<file path="src/rtl/scan_line_buffer.sv">
// Scan line buffer: captures one NES line (256 palette indices) while the
// display side reads the previous one, doubling each pixel horizontally and
// converting the palette index to RGB555 on the way out.
//
// Two 256-entry banks live in one 512-deep RAM addressed by {bank, column}.
// The writer owns bank wr_bank_q and the reader always sees the other one.
// in_line_done swaps them. A 2-bit saturating counter tracks how many swaps
// happened since the reader last started a line. A swap while two are
// already pending means a written line was never shown, so overrun latches.
module scan_line_buffer #(
    parameter logic [14:0] PAL_BLACK = 15'h0000
) (
    input  logic        clk,
    input  logic        reset,
    input  logic        in_ce,
    input  logic [7:0]  in_x,
    input  logic [5:0]  in_color,
    input  logic        in_line_done,
    input  logic        in_frame_start,
    input  logic [8:0]  rd_x,
    input  logic        rd_line_start,
    output logic [14:0] pixel,
    output logic        sync,
    output logic        overrun
);

    logic [5:0] line_mem [0:511];

    logic       wr_bank_q,    wr_bank_d;
    logic       line_ready_q, line_ready_d;
    logic [1:0] swap_cnt_q,   swap_cnt_d;
    logic       overrun_q,    overrun_d;
    logic       sync_q,       sync_d;
    logic       rd_valid_q,   rd_valid_d;
    logic [5:0] rd_idx_q,     rd_idx_d;
    logic [1:0] cnt_base;

    // rd_x[0] only picks which half of a doubled pixel is shown.
    logic unused_rd_x0;
    assign unused_rd_x0 = rd_x[0];

    // RGB555 packing helper: {B, G, R}.
    function automatic logic [14:0] rgb(input logic [4:0] r, input logic [4:0] g,
                                        input logic [4:0] b);
        return {b, g, r};
    endfunction

    // 2C02 palette, 8-bit channels truncated to 5 bits; 0x20/0x30 forced to full white.
    function automatic logic [14:0] pal_lookup(input logic [5:0] idx);
        logic [14:0] p;
        case (idx)
            6'h00: p = rgb(5'd10, 5'd10, 5'd10);
            6'h01: p = rgb(5'd0,  5'd3,  5'd14);
            6'h02: p = rgb(5'd1,  5'd2,  5'd18);
            6'h03: p = rgb(5'd6,  5'd0,  5'd17);
            6'h04: p = rgb(5'd8,  5'd0,  5'd12);
            6'h05: p = rgb(5'd11, 5'd0,  5'd6);
            6'h06: p = rgb(5'd10, 5'd0,  5'd0);
            6'h07: p = rgb(5'd7,  5'd3,  5'd0);
            6'h08: p = rgb(5'd4,  5'd5,  5'd0);
            6'h09: p = rgb(5'd1,  5'd7,  5'd0);
            6'h0A: p = rgb(5'd0,  5'd8,  5'd0);
            6'h0B: p = rgb(5'd0,  5'd7,  5'd0);
            6'h0C: p = rgb(5'd0,  5'd6,  5'd7);
            6'h10: p = rgb(5'd19, 5'd18, 5'd19);
            6'h11: p = rgb(5'd1,  5'd9,  5'd24);
            6'h12: p = rgb(5'd6,  5'd6,  5'd29);
            6'h13: p = rgb(5'd11, 5'd3,  5'd28);
            6'h14: p = rgb(5'd17, 5'd2,  5'd22);
            6'h15: p = rgb(5'd20, 5'd2,  5'd12);
            6'h16: p = rgb(5'd19, 5'd4,  5'd4);
            6'h17: p = rgb(5'd15, 5'd7,  5'd0);
            6'h18: p = rgb(5'd10, 5'd11, 5'd0);
            6'h19: p = rgb(5'd5,  5'd14, 5'd0);
            6'h1A: p = rgb(5'd1,  5'd15, 5'd0);
            6'h1B: p = rgb(5'd0,  5'd14, 5'd5);
            6'h1C: p = rgb(5'd0,  5'd12, 5'd15);
            6'h20: p = 15'h7FFF;
            6'h21: p = rgb(5'd9,  5'd19, 5'd29);
            6'h22: p = rgb(5'd15, 5'd15, 5'd29);
            6'h23: p = rgb(5'd22, 5'd12, 5'd29);
            6'h24: p = rgb(5'd28, 5'd10, 5'd29);
            6'h25: p = rgb(5'd29, 5'd11, 5'd22);
            6'h26: p = rgb(5'd29, 5'd13, 5'd12);
            6'h27: p = rgb(5'd26, 5'd17, 5'd4);
            6'h28: p = rgb(5'd20, 5'd21, 5'd0);
            6'h29: p = rgb(5'd14, 5'd24, 5'd0);
            6'h2A: p = rgb(5'd9,  5'd26, 5'd4);
            6'h2B: p = rgb(5'd7,  5'd25, 5'd13);
            6'h2C: p = rgb(5'd7,  5'd22, 5'd25);
            6'h2D: p = rgb(5'd7,  5'd7,  5'd7);
            6'h30: p = 15'h7FFF;
            6'h31: p = rgb(5'd21, 5'd25, 5'd29);
            6'h32: p = rgb(5'd23, 5'd23, 5'd29);
            6'h33: p = rgb(5'd26, 5'd22, 5'd29);
            6'h34: p = rgb(5'd29, 5'd21, 5'd29);
            6'h35: p = rgb(5'd29, 5'd21, 5'd26);
            6'h36: p = rgb(5'd29, 5'd22, 5'd22);
            6'h37: p = rgb(5'd28, 5'd24, 5'd18);
            6'h38: p = rgb(5'd25, 5'd26, 5'd15);
            6'h39: p = rgb(5'd22, 5'd27, 5'd15);
            6'h3A: p = rgb(5'd21, 5'd28, 5'd18);
            6'h3B: p = rgb(5'd19, 5'd28, 5'd22);
            6'h3C: p = rgb(5'd20, 5'd26, 5'd28);
            6'h3D: p = rgb(5'd20, 5'd20, 5'd20);
            default: p = 15'h0000;  // 0x0D-0F, 0x1D-1F, 0x2E-2F, 0x3E-3F are black
        endcase
        return p;
    endfunction

    // Next-state: bank swap, ready tracking, swap counter, overrun, sync, read index.
    always_comb begin
        wr_bank_d    = wr_bank_q;
        line_ready_d = line_ready_q;
        overrun_d    = overrun_q;
        cnt_base     = rd_line_start ? 2'd0 : swap_cnt_q;  // clear first, then count
        swap_cnt_d   = cnt_base;
        if (in_line_done) begin
            wr_bank_d    = ~wr_bank_q;
            line_ready_d = 1'b1;
            if (cnt_base == 2'd2) begin
                overrun_d = 1'b1;
            end
            if (cnt_base != 2'd3) begin
                swap_cnt_d = cnt_base + 2'd1;
            end
        end
        // Frame start wins over a coincident line_done for readiness only.
        if (in_frame_start) begin
            line_ready_d = 1'b0;
        end
        sync_d     = in_frame_start;
        rd_valid_d = line_ready_q;
        rd_idx_d   = line_mem[{~wr_bank_q, rd_x[8:1]}];
    end

    // Control state registers with synchronous reset.
    always_ff @(posedge clk) begin
        if (reset) begin
            wr_bank_q    <= 1'b0;
            line_ready_q <= 1'b0;
            swap_cnt_q   <= 2'd0;
            overrun_q    <= 1'b0;
            sync_q       <= 1'b0;
            rd_valid_q   <= 1'b0;
        end else begin
            wr_bank_q    <= wr_bank_d;
            line_ready_q <= line_ready_d;
            swap_cnt_q   <= swap_cnt_d;
            overrun_q    <= overrun_d;
            sync_q       <= sync_d;
            rd_valid_q   <= rd_valid_d;
        end
    end

    // Line RAM: writes go to the writer bank (pre-swap bank on a coincident line_done);
    // contents survive reset, and reset blocks writes.
    always_ff @(posedge clk) begin
        if (!reset && in_ce) begin
            line_mem[{wr_bank_q, in_x}] <= in_color;
        end
        rd_idx_q <= rd_idx_d;
    end

    assign pixel   = rd_valid_q ? pal_lookup(rd_idx_q) : PAL_BLACK;
    assign sync    = sync_q;
    assign overrun = overrun_q;

endmodule

</file>
<file path="config.mk">
export PLATFORM = sky130hd
export DESIGN_NAME = scan_line_buffer
export DESIGN_NICKNAME = d
export VERILOG_FILES = /design/src/rtl/scan_line_buffer.sv
export SDC_FILE = /design/constraint.sdc
export NUM_CORES = 2
export LEC_CHECK = 0
export CORE_AREA = 5 5 598 600
export DETAILED_ROUTE_END_ITERATION = 16
export DIE_AREA = 0 0 603 605
export DONT_BUFFER_PORTS = 1
export HOLD_SLACK_MARGIN = 0.08
export PLACE_DENSITY = 0.56
export SLEW_MARGIN = 10
export SYNTH_ARGS = -nofsm -noshare
export SYNTH_HDL_FRONTEND = slang
export SYNTH_SLANG_ARGS = --single-unit
</file>
<file path="constraint.sdc">
create_clock -name clk -period 7.5 [get_ports clk]
set_input_delay 0.75 -clock clk [delete_from_list [all_inputs] [get_ports clk]]
set_output_delay 0.75 -clock clk [all_outputs]
set_load 0.01 [all_outputs]
</file>
==> out/summary.txt <==
Status - finished, violations left
Violated checks - slew limit
Max Slew Vio Count - 437
Final wirelength - 311,000 µm
Slew headroom - -0.245
Initial Util - 0.348
Ranking of synthesized cells by area - edfxtp_1, mux4_2, mux2i_1
Clock H-tree levels - 5
Detailed placement HPWL - 168,000 µm
Syn Nets - 6,413
Area growth syn-to-layout - 11.9%
Setup TNS - 0 ps
Share of layout cells above drive strength 1 - 0.163
Worst-path fanout max - 151
GRT Util Overall - 0.166
RSZ-0062 raised after global routing - false
Die X - 603 µm
Cell count after synthesis - 6,373
WL per Instance - 27.8 µm
Hold/Removal Path Class - in -> reg
Vias in the first global route - 62,500
VDD IR-drop max - 0.198 mV
Register area - 92,500 µm²
IO Pins - 46
Setup crit start kind - input pin
RePlAce Congestion - 0.811
ANT nets after route - 0
Layout Cells excl Fill - 11,200
Remaining DRCs - 0
Num CTS Buffers - 321
Mux cell area share after synthesis - 0.141
P_leak - 42.3 nW
Worst Clk Skew - 50.0 ps
Global-route wire length before repair - 450,000 µm
Ys Warns - 0
Post-layout min period - 5480 ps
Die height - 605 µm
Post-Synth Adder-Cell Area - 0.00112
Max capacitance violation total - 0
CTS Buffer Depth - 4
# nets final - 6,385
Clock slew at reported path FFs - 60 ps
Seq/Total Area, Yosys - 0.756
Fillers - 31,200
Final worst path period share - 0.730
# setup viols final - 0
DRT Pass-1 Iters - 7
CTS Sinks - 3,085
Initial antenna violation count - 7
Synth cell count leaders - edfxtp_1, mux2i_1, nor2_1
Register bit total from synthesis - 3,085
Tot Pwr - 0.0363 W
Multi-input logic area - 27,400 µm²
Dominant synthesized flop cell - edfxtp_1
Hold Fails Final Rpt - 0
Vias after detailed routing - 61,900
Crit path DAT - 6200 ps
# resized after CTS - 0
Initial DRC count - 6,618
Pwr/cell area - 265 nW/µm²
DIE AREA - 365,000 µm²
R2r setup slk - 3940 ps
Largest net degree at the start of global routing - 513
Post-synthesis compound-gate area fraction - 0.0490
Worst-margin pin slew - 1870 ps
Rows - 218
Post-synth EDFFs - 3,072
PortBufs - 0
# Post-CTS Setup Buffers - 0
CTS tree - built
Vias/cell - 5.52
Post-synth top area share - 0.754
Endpoint class of the critical path - flip-flop
Core ar. - 352,000 µm²
Worst skew pair latency - 870 ps
Remaining global-route overflow - 0
Clk root buf - clkbuf_16
Ys async rst share - 0
Largest family of logic cells by synthesized area - multiplexers
Critical Path RT - 8220 ps
Hold slack - 148 ps
Setup Crit Path Kind - in -> reg
Cell area after synthesis - 122,000 µm²
Yosys cell types - 67
Fmax - 0.183 GHz
Cell taking the most area after synthesis - edfxtp_1
Placed cells - 10,600
Count leader, synth - edfxtp_1
Synth Area in Simple Gates - 0.0310
Post-Synth XOR/XNOR Area - 0.0000716
Avg Cell Area, Syn - 19.2 µm²
[kinds of logic after synthesis]
group	count (synthesis)
AO/OA/AOI/OAI	844
buffers and inverters	438
flip-flops	3085
multiplexers	1090
XOR/XNOR	1
AND/OR/NAND/NOR	904
adder cells (fa/ha/maj)	11
[area by class of cell]
type	count	share of cell area
antenna	5	0.0000914
multi-input combinational	2850	0.200
timing repair buffer	73	0.00662
clock buffer	380	0.0615
tap	4620	0.0422
clock inverter	191	0.0129
inverter	14	0.000475
sequential	3085	0.676
[power by group]
| group | switching, W | internal [W] | leakage (nW) |
|---|---|---|---|
| logic | 0.00109 | 0.000640 | 9.59 |
| registers | 0.0000369 | 0.0190 | 27.7 |
| clock network | 0.00652 | 0.00903 | 4.96 |
[path summary, 6_finish.rpt]
check,to,from,cells after the start
setup / recovery,rd_idx_q[5]$_DFF_P_,rd_x[1],11
hold / removal,line_mem[447][4]$_DFFE_PP_,in_color[4],0
hold reg to reg,rd_valid_q$_SDFF_PP0_,line_ready_q$_SDFFE_PP0P_,1
setup reg to reg,line_mem[273][1]$_DFFE_PP_,wr_bank_q$_SDFFE_PP0P_,4
[flip-flops by register name (all words and copies together) (netlist names)]
name / cells
swap_cnt_q: 2
line_ready_q: 1
wr_bank_q: 1
rd_idx_q: 6
line_mem: 3072
sync: 1
overrun: 1
rd_valid_q: 1
[what timing repair did]
item | 4_1_cts | 5_1_grt
endpoints found under the hold margin | 7 | 0
endpoints found under the setup margin | 0 | 0
hold buffers | 6 | 0
[stage by stage]
step | utilization | setup slack [ps] | cell area (µm²)
after floorplan | - | 4680 | 122000
after global placement | 0.360 | 1370 | 126000
after detailed placement | 0.360 | 1260 | 126000
after CTS | 0.389 | 2190 | 137000
after global routing | 0.389 | 1750 | 137000
final | 0.389 | 2020 | 137000
[worst max-delay path, cell delays in order]
cell,delay (ps)
buf_16,330
buf_16,510
buf_16,650
buf_16,670
mux2i_1,190
o221ai_1,400
o22ai_1,150
a22o_1,250
nor4_1,560
a31oi_1,280
a2111oi_2,510
[routing by layer]
metal | track usage | up-vias | part of all wire
li1 | - | 26300 | -
met1 | 0.231 | 32800 | 0.42
met2 | 0.272 | 2254 | 0.48
met3 | 0.0274 | 487 | 0.065
met4 | 0.0462 | 2 | 0.027
met5 | 0 | - | 0.000039
[cell usage in the layout, fill, tap and decap left out, types with 110 or more instances in the layout]
cell and count:
o221ai_1 260, nor2_1 571, o22ai_1 140, o21ai_0 110, edfxtp_1 3072, mux2i_1 576, mux4_2 511, a21oi_1 165
nand2_1 142, clkbuf_16 329
Power figures use the tool's default switching activity.
